$ cat src/rtl/lidar_crc_pkg.sv
// Shared CRC-32 (IEEE 802.3, reflected) definitions for the LiDAR transmit and receive paths.
package lidar_crc_pkg;

  localparam logic [31:0] CRC32_POLY_REFL = 32'hEDB88320;
  localparam logic [31:0] CRC32_INIT      = 32'hFFFFFFFF;
  localparam logic [31:0] CRC32_XOROUT    = 32'hFFFFFFFF;

  typedef enum logic {ST_DATA, ST_CRC} crc_tx_state_t;

  // Advance a reflected CRC-32 register by one byte, LSB first.
  function automatic logic [31:0] crc32_step_byte(input logic [31:0] crc, input logic [7:0] data);
    logic [31:0] c;
    c = crc ^ {24'h0, data};
    for (int i = 0; i < 8; i++) begin
      c = c[0] ? ((c >> 1) ^ CRC32_POLY_REFL) : (c >> 1);
    end
    return c;
  endfunction

endpackage

$ cat src/rtl/lidar_crc32_byte_step.sv
// Combinational single-byte CRC-32 step around the package function.
module lidar_crc32_byte_step
  import lidar_crc_pkg::*;
(
  input  logic [31:0] crc_i,
  input  logic [7:0]  data_i,
  output logic [31:0] crc_c_o
);

  // Pure function of the current register and the incoming byte.
  always_comb begin
    crc_c_o = crc32_step_byte(crc_i, data_i);
  end

endmodule

$ cat src/rtl/lidar_crc_appender.sv
// Forwards a framed byte stream and appends its CRC-32, LSB first, after each frame.
// Optional build macro LIDAR_CRC_FRAME_CNT_EN adds a 16-bit count of completed frames.
module lidar_crc_appender
  import lidar_crc_pkg::*;
#(
  parameter int unsigned MAX_FRAME_BYTES = 64,
  parameter logic [31:0] CRC_INIT        = CRC32_INIT,
  parameter logic [31:0] CRC_XOROUT      = CRC32_XOROUT
) (
  input  logic       clk,
  input  logic       rst,
  input  logic [7:0] in_data,
  input  logic       in_valid,
  input  logic       in_last,
  output logic       in_ready,
  output logic [7:0] out_data,
  output logic       out_valid,
  output logic       out_last,
  input  logic       out_ready,
  output logic       err_oversize
`ifdef LIDAR_CRC_FRAME_CNT_EN
  ,
  output logic [15:0] frame_cnt
`endif
);

  localparam int unsigned CNT_W = $clog2(MAX_FRAME_BYTES + 2);
  localparam logic [CNT_W-1:0] CNT_LIMIT = CNT_W'(MAX_FRAME_BYTES);
  localparam logic [CNT_W-1:0] CNT_SAT   = CNT_W'(MAX_FRAME_BYTES + 1);

  crc_tx_state_t    state_q;
  logic [31:0]      crc_q;
  logic [31:0]      crc_out_q;
  logic [CNT_W-1:0] byte_cnt_q;
  logic [1:0]       idx_q;
  logic [7:0]       out_data_q;
  logic             out_valid_q;
  logic             out_last_q;
  logic             err_q;

  logic [31:0]      crc_step;
  logic             out_free;
  logic             accept;
  logic [7:0]       crc_byte;

  lidar_crc32_byte_step u_step (
    .crc_i   (crc_q),
    .data_i  (in_data),
    .crc_c_o (crc_step)
  );

  // Holding register is free when empty or being drained this cycle.
  assign out_free = !out_valid_q || out_ready;
  assign in_ready = (state_q == ST_DATA) && out_free;
  assign accept   = in_valid && in_ready;

  // Select the trailer byte to emit, LSB first.
  always_comb begin
    crc_byte = crc_out_q[7:0];
    case (idx_q)
      2'd0: crc_byte = crc_out_q[7:0];
      2'd1: crc_byte = crc_out_q[15:8];
      2'd2: crc_byte = crc_out_q[23:16];
      2'd3: crc_byte = crc_out_q[31:24];
      default: crc_byte = crc_out_q[7:0];
    endcase
  end

  // Framing FSM, running CRC, size counter and output holding register.
  always_ff @(posedge clk) begin
    if (rst) begin
      state_q     <= ST_DATA;
      crc_q       <= CRC_INIT;
      crc_out_q   <= 32'h0;
      byte_cnt_q  <= '0;
      idx_q       <= 2'd0;
      out_data_q  <= 8'h0;
      out_valid_q <= 1'b0;
      out_last_q  <= 1'b0;
      err_q       <= 1'b0;
    end else begin
      err_q <= 1'b0;
      if (out_valid_q && out_ready) begin
        out_valid_q <= 1'b0;
      end
      case (state_q)
        ST_DATA: begin
          if (accept) begin
            out_data_q  <= in_data;
            out_valid_q <= 1'b1;
            out_last_q  <= 1'b0;
            crc_q       <= crc_step;
            if (byte_cnt_q == CNT_LIMIT) begin
              err_q <= 1'b1;
            end
            if (byte_cnt_q != CNT_SAT) begin
              byte_cnt_q <= byte_cnt_q + CNT_W'(1);
            end
            if (in_last) begin
              crc_out_q <= crc_step ^ CRC_XOROUT;
              idx_q     <= 2'd0;
              state_q   <= ST_CRC;
            end
          end
        end
        ST_CRC: begin
          if (out_free) begin
            out_data_q  <= crc_byte;
            out_valid_q <= 1'b1;
            out_last_q  <= (idx_q == 2'd3);
            idx_q       <= idx_q + 2'd1;
            if (idx_q == 2'd3) begin
              crc_q      <= CRC_INIT;
              byte_cnt_q <= '0;
              state_q    <= ST_DATA;
            end
          end
        end
        default: state_q <= ST_DATA;
      endcase
    end
  end

  assign out_data     = out_data_q;
  assign out_valid    = out_valid_q;
  assign out_last     = out_last_q;
  assign err_oversize = err_q;

`ifdef LIDAR_CRC_FRAME_CNT_EN
  logic [15:0] frame_cnt_q;

  // Count frames whose final trailer byte has been taken downstream.
  always_ff @(posedge clk) begin
    if (rst) begin
      frame_cnt_q <= 16'h0;
    end else if (out_valid_q && out_ready && out_last_q) begin
      frame_cnt_q <= frame_cnt_q + 16'h1;
    end
  end

  assign frame_cnt = frame_cnt_q;
`endif

endmodule

$ cat config.mk
export PLATFORM = sky130hd
export DESIGN_NAME = lidar_crc_appender
export DESIGN_NICKNAME = d
export VERILOG_FILES = /design/src/rtl/lidar_crc_pkg.sv /design/src/rtl/lidar_crc32_byte_step.sv /design/src/rtl/lidar_crc_appender.sv
export SDC_FILE = /design/constraint.sdc
export NUM_CORES = 1
export LEC_CHECK = 0
export BUFFER_PORTS_ARGS = -buffer_cell sky130_fd_sc_hd__buf_2
export CORE_ASPECT_RATIO = 1.4
export CORE_UTILIZATION = 50
export CTS_CLUSTER_SIZE = 10
export DETAILED_ROUTE_END_ITERATION = 10
export HOLD_SLACK_MARGIN = 0.02
export PLACE_DENSITY = 0.68
export SETUP_SLACK_MARGIN = 0.3
export SLEW_MARGIN = 20
export SYNTH_ARGS = -nofsm -noshare
export SYNTH_HDL_FRONTEND = slang
export SYNTH_SLANG_ARGS = --single-unit
$ cat constraint.sdc
create_clock -name clk -period 1.95 [get_ports clk]
set_input_delay 0.195 -clock clk [delete_from_list [all_inputs] [get_ports clk]]
set_output_delay 0.195 -clock clk [all_outputs]
set_load 0.02 [all_outputs]
==> results.cfg, run 1 <==
[detailed_routing]
met1_length_um = 4820
dr_wl_met3_um = 640
drc_errors = 0
topRoutingLayerUsed = met4
routedWlPerCell_um = 19.53
vias = 3629
vias_per_cell = 5.751
wl_met2_um = 6445
wl_um = 12330
drt_iter0_markers = 306
drt-pass1-iter-count = 6
antenna_left = 0

[logic_synthesis]
ys_warn_count = 0
syn-num-nets = 474
ys_seq_area_frac = 0.4000
yosysUniqueCellTypes = 42
synth_seq_cells = 85
syn_avg_cell_area_um2 = 9.370
yosys_most_used_dff = dfxtp_1
synthArstFlopShare = 0
synth_edf_count = 0
syn_area_mm2 = 0.004254
syn_inst = 454

[timing]
setup-tns-final_ns = 0
max_freq_mhz = 550.8
post-route-period-util = 0.9310
worst_pin_slew_ns = 0.5061
hold_viol = 0
min_period_ns = 1.815
setup_viol = 0
fin_skew_ns = 0.007654
drv_slew = 0
rsz0062_at_grt = true
slew_headroom = 0.6595

[floorplanning]
rows = 39
ios = 25
start_util = 0.5189
fp.dieW_um = 79.96
die_h_um = 111.1
coreArea_mm2 = 0.008198
die-area_mm2 = 0.008886

[placed_design]
port_buffers = 24
hpwl_um = 7188
routabilityCongestion = 0.8265

[clock_tree]
clk_pin_slew_ns = 0.07
clock_latency_ns = 0.34
cts_hold_buf = 0
numCtsBuffers = 9
clock_sinks = 85
clock_path_buffers = 2
clockRootBuffer = clkbuf_16
ctsHtreeMaxLevel = 3
cts_tree = built

[finish]
final_cell_mix = nor2_1, dfxtp_1, a21oi_1, buf_4, buf_2
drive_above_1_share = 0.3176
synthToLayoutAreaGrowth_pct = 32.94
mostFrequentLayoutCell = nor2_1
diodes = 0
final_util = 0.6899
fin_nets = 544

[min_path]
hold_class = in2reg
whs_path_depth = 3

[worst_setup_path]
cp-start-kind = flip-flop
crit_path_end_kind = flip-flop
slowest_stage = dfxtp_4
cp.arrival_ns = 2.04
cp.required_ns = 2.18
cp_max_fo = 3
crit_path_cell_trace = xnor2_4, buf_12, xnor2_4, buf_12, xor2_4, xor2_1, o32a_1
crit_type = reg2reg
worst_path_largest_cell_delay_ns = 0.37
reg2regPathDepth = 7

[pwr]
p_leak_uw = 0.002284
ir_drop_mv = 0.8941
p_per_area_mw_per_mm2 = 1743

[global_route]
grt_pass1_vias = 3427
grt_max_degree = 43
track_usage = 0.2708
gr-total-overflow = 0
antenna_found_initial = 0
grt_pass1_wl_um = 18100

[flow_run]
maxCapViolCount = 0

[outcome]
status = completed
-- final timing paths --
check / slack (ns) / from / endpoint
hold reg to reg: 0.46 / crc_out_q[30] / crc_out_q[30]
setup / recovery: 0.13 / crc_q[0] / crc_q[26]
hold / removal: 0.14 / in_valid / out_valid
setup reg to reg: 0.13 / crc_q[0] / crc_q[26]
-- metal layers --
| metal | GRT usage | vias up |
|---|---|---|
| met1 | 0.3333 | 1770 |
| met2 | 0.4462 | 126 |
| met3 | 0.05185 | 35 |
| li1 | - | 1698 |
| met5 | 0 | - |
| met4 | 0.1310 | 0 |
-- registers in the layout (all words and copies together) (netlist names) --
register	flops
byte_cnt_q	7
idx_q	2
err_oversize	1
state_q	1
out_last	1
out_data	8
crc_q	32
out_valid	1
crc_out_q	32
-- metrics by stage --
step | hold WS (ns) | cells | cell area, um2 | setup slack [ns] | power, uW
2_1_floorplan | 0.3196 | 454 | 4318 | 0.2415 | 5570
3_3_place_gp | 0.4487 | 575 | 4652 | 0.01150 | 6388
3_5_place_dp | 0.4495 | 575 | 4652 | -0.005312 | 6419
4_1_cts | 0.1281 | 612 | 5271 | 0.2379 | 8909
5_1_grt | 0.1420 | 631 | 5655 | 0.1224 | 10320
6_report | 0.1369 | 631 | 5655 | 0.1345 | 9860
-- cell usage after synthesis (8+ instances only) --
cell type / n / area (um2)
dfxtp_1: 85 / 1702
nor2_1: 84 / 315.3
a21oi_1: 50 / 250.2
xnor2_1: 28 / 245.2
clkbuf_1: 21 / 78.83
nand2_1: 19 / 71.32
nor3_1: 19 / 95.09
a211oi_1: 13 / 97.59
nand2b_1: 12 / 75.07
xnor3_1: 11 / 247.7
o21ai_0: 9 / 45.04
xor2_1: 9 / 78.83
a222oi_1: 8 / 80.08
inv_1: 8 / 30.03
-- power by group --
part,internal [uW],switching (uW),total (uW),leakage [uW]
clock,1020,727,1750,0.000140
combinational,3160,2460,5620,0.00144
sequential,2140,344,2490,0.000699
total,6330,3530,9860,0.00228
-- cell families after synthesis --
logic type,count (synthesis),share of synthesized area
simple gates,161,0.1694
compound gates,97,0.1415
flops,85,0.4000
xor+xnor,66,0.2309
buf+inv,36,0.03294
fa+ha+maj,7,0.02059
mux,2,0.004706
-- critical path, delay by kind of cell, from the launching register on --
| kind | cells | cell delay [ns] |
|---|---|---|
| buffers and inverters | 2 | 0.29 |
| AO/OA/AOI/OAI | 1 | 0.32 |
| flip-flops | 1 | 0.37 |
| XOR/XNOR | 4 | 0.72 |
-- final cells by class --
class | count | area [um2]
Timing Repair inverter | 1 | 7.507
Clock inverter | 6 | 62.56
Fill cell | 594 | 2542
Timing Repair Buffer | 86 | 705.7
Sequential cell | 85 | 1728
Clock buffer | 10 | 239.0
Inverter | 8 | 33.78
Multi-Input combinational cell | 333 | 2751
Tap cell | 102 | 127.6
-- what timing repair did --
item / CTS / global route
setup buffers: 21 / 18
resized for setup: 27 / 44
pin swaps: 19 / 25
setup endpoints to repair: 51 / 51
cloned: 0 / 1
Power figures use the tool's default switching activity.
==> run 2: changes to the inputs <==
--- a/config.mk
+++ b/config.mk
@@ -6,12 +6,14 @@
 export NUM_CORES = 1
 export LEC_CHECK = 0
 export BUFFER_PORTS_ARGS = -buffer_cell sky130_fd_sc_hd__buf_2
+export CELL_PAD_IN_SITES_DETAIL_PLACEMENT = 0
+export CELL_PAD_IN_SITES_GLOBAL_PLACEMENT = 2
 export CORE_ASPECT_RATIO = 1.4
-export CORE_UTILIZATION = 50
+export CORE_UTILIZATION = 35
 export CTS_CLUSTER_SIZE = 10
 export DETAILED_ROUTE_END_ITERATION = 10
 export HOLD_SLACK_MARGIN = 0.02
-export PLACE_DENSITY = 0.68
+export PLACE_DENSITY = 0.74
 export SETUP_SLACK_MARGIN = 0.3
 export SLEW_MARGIN = 20
 export SYNTH_ARGS = -nofsm -noshare
==> results.cfg, run 2 (same netlist as run 1, synthesis figures left out) <==
[outcome]
status = completed

[placed_design]
post_dp_cell_area_mm2 = 0.004726
port_buffers = 24
place_inst = 619
hpwl_um = 7989
routabilityCongestion = 0.7508
place_ws_ns = 0.01245

[clock_tree]
clock_latency_ns = 0.34
cts_hold_buf = 0
clock_path_buffers = 2
clk_pin_slew_ns = 0.06
numCtsBuffers = 9
cts_tree = built
clockRootBuffer = clkbuf_16
ctsHtreeMaxLevel = 3
clock_sinks = 85

[worst_setup_path]
slowest_stage = dfxtp_4
cp_max_fo = 4
crit_type = reg2reg
cp-start-kind = flip-flop
cp.required_ns = 2.18
cp.arrival_ns = 1.95
worst_path_largest_cell_delay_ns = 0.36
crit_path_cell_trace = xnor2_4, buf_6, xnor2_4, xor2_4, xor2_2, o32a_1
cpMostUsedCell = xnor2_4
crit_path_end_kind = flip-flop

[finish]
final_cell_mix = nor2_1, dfxtp_1, a21oi_1
synthToLayoutAreaGrowth_pct = 35.00
fin_nets = 543
drive_above_1_share = 0.3074
mostFrequentLayoutCell = nor2_1
fin_cells = 674
design_area_mm2 = 0.005743
diodes = 0

[global_route]
grt_pass1_wl_um = 18630
grt_pass1_vias = 3347
gr-total-overflow = 0
antenna_found_initial = 0
track_usage = 0.1989
grt_max_degree = 38

[timing]
drv_slew = 0
fin_skew_ns = 0.008489
setup-tns-final_ns = 0
setup_slack_ns = 0.2335
hold_viol = 0
worst_pin_slew_ns = 0.6693
min_period_ns = 1.717
max_freq_mhz = 582.6
rsz0062_at_grt = true
slew_headroom = 0.5497
post-route-period-util = 0.8803
setup_viol = 0

[detailed_routing]
antenna_left = 0
drt_iter0_markers = 164
vias_per_cell = 5.071
drt-pass1-iter-count = 4
vias = 3418
wl_um = 11800
routedWlPerCell_um = 17.51
drc_errors = 0

[pwr]
ir_drop_mv = 0.6543
p_leak_uw = 0.002295
p_total_uw = 9780
p_per_area_mw_per_mm2 = 1703

[min_path]
hold_class = in2reg

[floorplanning]
die_h_um = 132.4
start_util = 0.3599
fp.dieW_um = 95.18
die-area_mm2 = 0.01261
coreArea_mm2 = 0.01182
ios = 25
rows = 47

[flow_run]
maxCapViolCount = 0
run 2: cell types whose count changed in the layout (fill, tap and decap cells not counted), sizes merged:
cell / before / now
clkinvlp: 5 / 0
clkinv: 2 / 0
inv: 7 / 8
clkbuf: 10 / 14
run 2: area by class of cell:
class                           instances  area, um2
Multi-Input combinational cell        333       2739
Clock inverter                          1      30.03
Tap cell                              147      183.9
Clock buffer                           14      264.0
Fill cell                            1096       6077
Inverter                                8      30.03
Sequential cell                        85       1728
Timing Repair Buffer                   86      768.2
run 2: critical path, delay by kind of cell (launching register included):
| kind | cells | cell delay [ns] |
|---|---|---|
| buffers and inverters | 1 | 0.14 |
| DFF | 1 | 0.36 |
| xor gates and xnor gates | 4 | 0.82 |
| AOI/OAI and AO/OA | 1 | 0.28 |
run 2: metal layers:
| metal | routed length (um) | vias to the layer above | track usage |
|---|---|---|---|
| li1 | - | 1691 | - |
| met1 | 5232 | 1641 | 0.2675 |
| met2 | 6003 | 75 | 0.3206 |
| met3 | 401 | 11 | 0.03851 |
| met4 | 165 | 0 | 0.05640 |
| met5 | 0 | - | 0 |
run 2: path summary, 6_finish.rpt:
| path | startpoint | depth (start not counted) | slack [ns] | end |
|---|---|---|---|---|
| setup / recovery | crc_q[6] | 6 | 0.23 | crc_q[26] |
| hold / removal | in_valid | 3 | 0.14 | out_valid |
| hold reg to reg | crc_out_q[27] | 2 | 0.46 | crc_out_q[27] |
| setup reg to reg | crc_q[6] | 6 | 0.23 | crc_q[26] |
run 2: where the power goes:
group | switching, uW | total, uW | internal (uW) | leakage (uW)
clock | 678 | 1740 | 1060 | 0.000143
sequential | 303 | 2440 | 2140 | 0.000698
combinational | 2390 | 5600 | 3210 | 0.00145
run 2: through the flow:
stage,hold WS (ns),util
after global placement,0.4486,0.3998
final,0.1369,0.4859
after global routing,0.1919,0.4859
after CTS,0.1343,0.4680
after detailed placement,0.4499,0.3998
after floorplan,0.3196,-
run 2: repair_timing:
| action | CTS | global route |
|---|---|---|
| pin swaps | 21 | 18 |
| gates resized for setup | 39 | 30 |
| endpoints found under the setup margin | 50 | 51 |
| gates cloned | 0 | 0 |
| buffers inserted | 34 | 6 |
==> run 3: changes to the inputs <==
==> constraint.sdc (replaced) <==
create_clock -name clk -period 1.95 [get_ports clk]
set_input_delay 0.195 -clock clk [delete_from_list [all_inputs] [get_ports clk]]
set_output_delay 0.195 -clock clk [all_outputs]
set_load 0.1 [all_outputs]
==> results.cfg, run 3 (same netlist as run 1, synthesis figures left out) <==
[finish]
fin_nets = 541
mostFrequentLayoutCell = nor2_1
synthToLayoutAreaGrowth_pct = 33.53
final_cell_mix = nor2_1, dfxtp_1, a21oi_1
fin_cells = 673
fill_cells = 1133
drive_above_1_share = 0.3099
diodes = 0

[timing]
hold_ws_ns = 0.1454
drv_slew = 0
setup-tns-final_ns = 0
hold_viol = 0
min_period_ns = 1.774
max_freq_mhz = 563.8
post-route-period-util = 0.9096
slew_headroom = 0.6458
rsz0062_at_grt = true
fin_skew_ns = 0.005197
worst_pin_slew_ns = 0.5264
setup_viol = 0

[detailed_routing]
routedWlPerCell_um = 18.24
antenna_left = 0
vias = 3424
wl_um = 12270
drt-pass1-iter-count = 5
vias_per_cell = 5.088
drt_iter0_markers = 197
drc_errors = 0

[placed_design]
place_inst = 619
routabilityCongestion = 0.7515
port_buffers = 24
hpwl_um = 8118

[global_route]
gr-total-overflow = 0
antenna_found_initial = 0
track_usage = 0.2037
grt_pass1_vias = 3282
grt_pass1_wl_um = 18900
grt_max_degree = 39

[worst_setup_path]
cp-start-kind = flip-flop
crit_type = reg2reg
cp_max_fo = 3
cp.required_ns = 2.17
cp.arrival_ns = 2.00
crit_path_end_kind = flip-flop

[clock_tree]
cts_tree = built
clockRootBuffer = clkbuf_16
clock_latency_ns = 0.34
clock_path_buffers = 2
clock_sinks = 85
cts_hold_buf = 0
ctsHtreeMaxLevel = 3
numCtsBuffers = 9
clk_pin_slew_ns = 0.06

[pwr]
clkPwrFrac = 0.165
p_switching_uw = 3541
ir_drop_mv = 0.6626
p_int_uw = 6277
swShare = 0.3607
sequentialPowerShare = 0.250
p_per_area_mw_per_mm2 = 1728
comb_power_share = 0.585
p_leak_uw = 0.002270

[floorplanning]
start_util = 0.3599
ios = 25
fp.dieW_um = 95.18
coreArea_mm2 = 0.01182
die-area_mm2 = 0.01261
die_h_um = 132.4
rows = 47

[flow_run]
maxCapViolCount = 0

[outcome]
status = completed

[min_path]
hold_class = in2reg
==> run 3: cell types whose count changed in the layout (fill, tap and decap cells not counted), sizes merged <==
cell / before / now
clkinv: 0 / 3
bufinv: 1 / 0
clkinvlp: 0 / 1
or2: 6 / 7
buf: 86 / 83
clkbuf: 14 / 12
==> run 3: final cells by class <==
cell class                 instances  area, um2  share of cell area
inverter                           8      30.03            0.005286
clock buffer                      12      256.5             0.04515
timing repair buffer              83      750.7              0.1322
clock inverter                     4      22.52            0.003965
tap                              147      183.9             0.03238
multi-input combinational        334       2705              0.4762
sequential                        85       1732              0.3048
==> run 3: per-stage QoR <==
stage               setup WS, ns  utilization  area (um2)  power, uW
floorplan                 0.2323            -        4353       5705
global placement         0.02715       0.4021        4753       6649
detailed placement     -0.008137       0.4021        4753       6672
CTS                       0.1779       0.4528        5353       9192
global route              0.1102       0.4806        5680      10300
finish                    0.1762       0.4806        5680       9818
==> run 3: what timing repair did <==
action,4_1_cts,5_1_grt
endpoints found under the setup margin,53,50
setup buffers,20,17
pin swaps,18,22
resized for setup,27,39
cloned,1,0
==> run 3: path summary, 6_finish.rpt <==
path,slack (ns),end,cells past startpoint,startpoint
setup / recovery,0.18,crc_q[30],8,crc_q[1]
hold / removal,0.15,out_valid,3,in_valid
setup reg to reg,0.18,crc_q[30],8,crc_q[1]
hold reg to reg,0.47,crc_out_q[5],2,crc_out_q[5]
==> run 3: power by group through the flow <==
stage / clock network, uW / logic (uW) / registers (uW)
6_report: 1620 / 5740 / 2460
5_1_grt: 1730 / 6070 / 2500
4_1_cts: 1670 / 5070 / 2450
3_5_place_dp: 0 / 4200 / 2470
3_3_place_gp: 0 / 4190 / 2460
2_1_floorplan: 0 / 3180 / 2530
==> run 3: worst max-delay path: stages, from the launching register on <==
cell and delay, ns:
dfxtp_4 0.41, xor2_4 0.24, buf_12 0.14, xnor2_4 0.11, buf_12 0.13, xor2_4 0.22
buf_6 0.14, a21oi_1 0.05, or2_1 0.20
==> run 3: metal layers <==
metal  vias to the layer above  routed length [um]  GRT usage
met5                         -                   0          0
met1                      1656                5490     0.2655
met3                        13                 385    0.03851
met4                         0                 176    0.05976
met2                        61                6222     0.3373
li1                       1694                   -          -
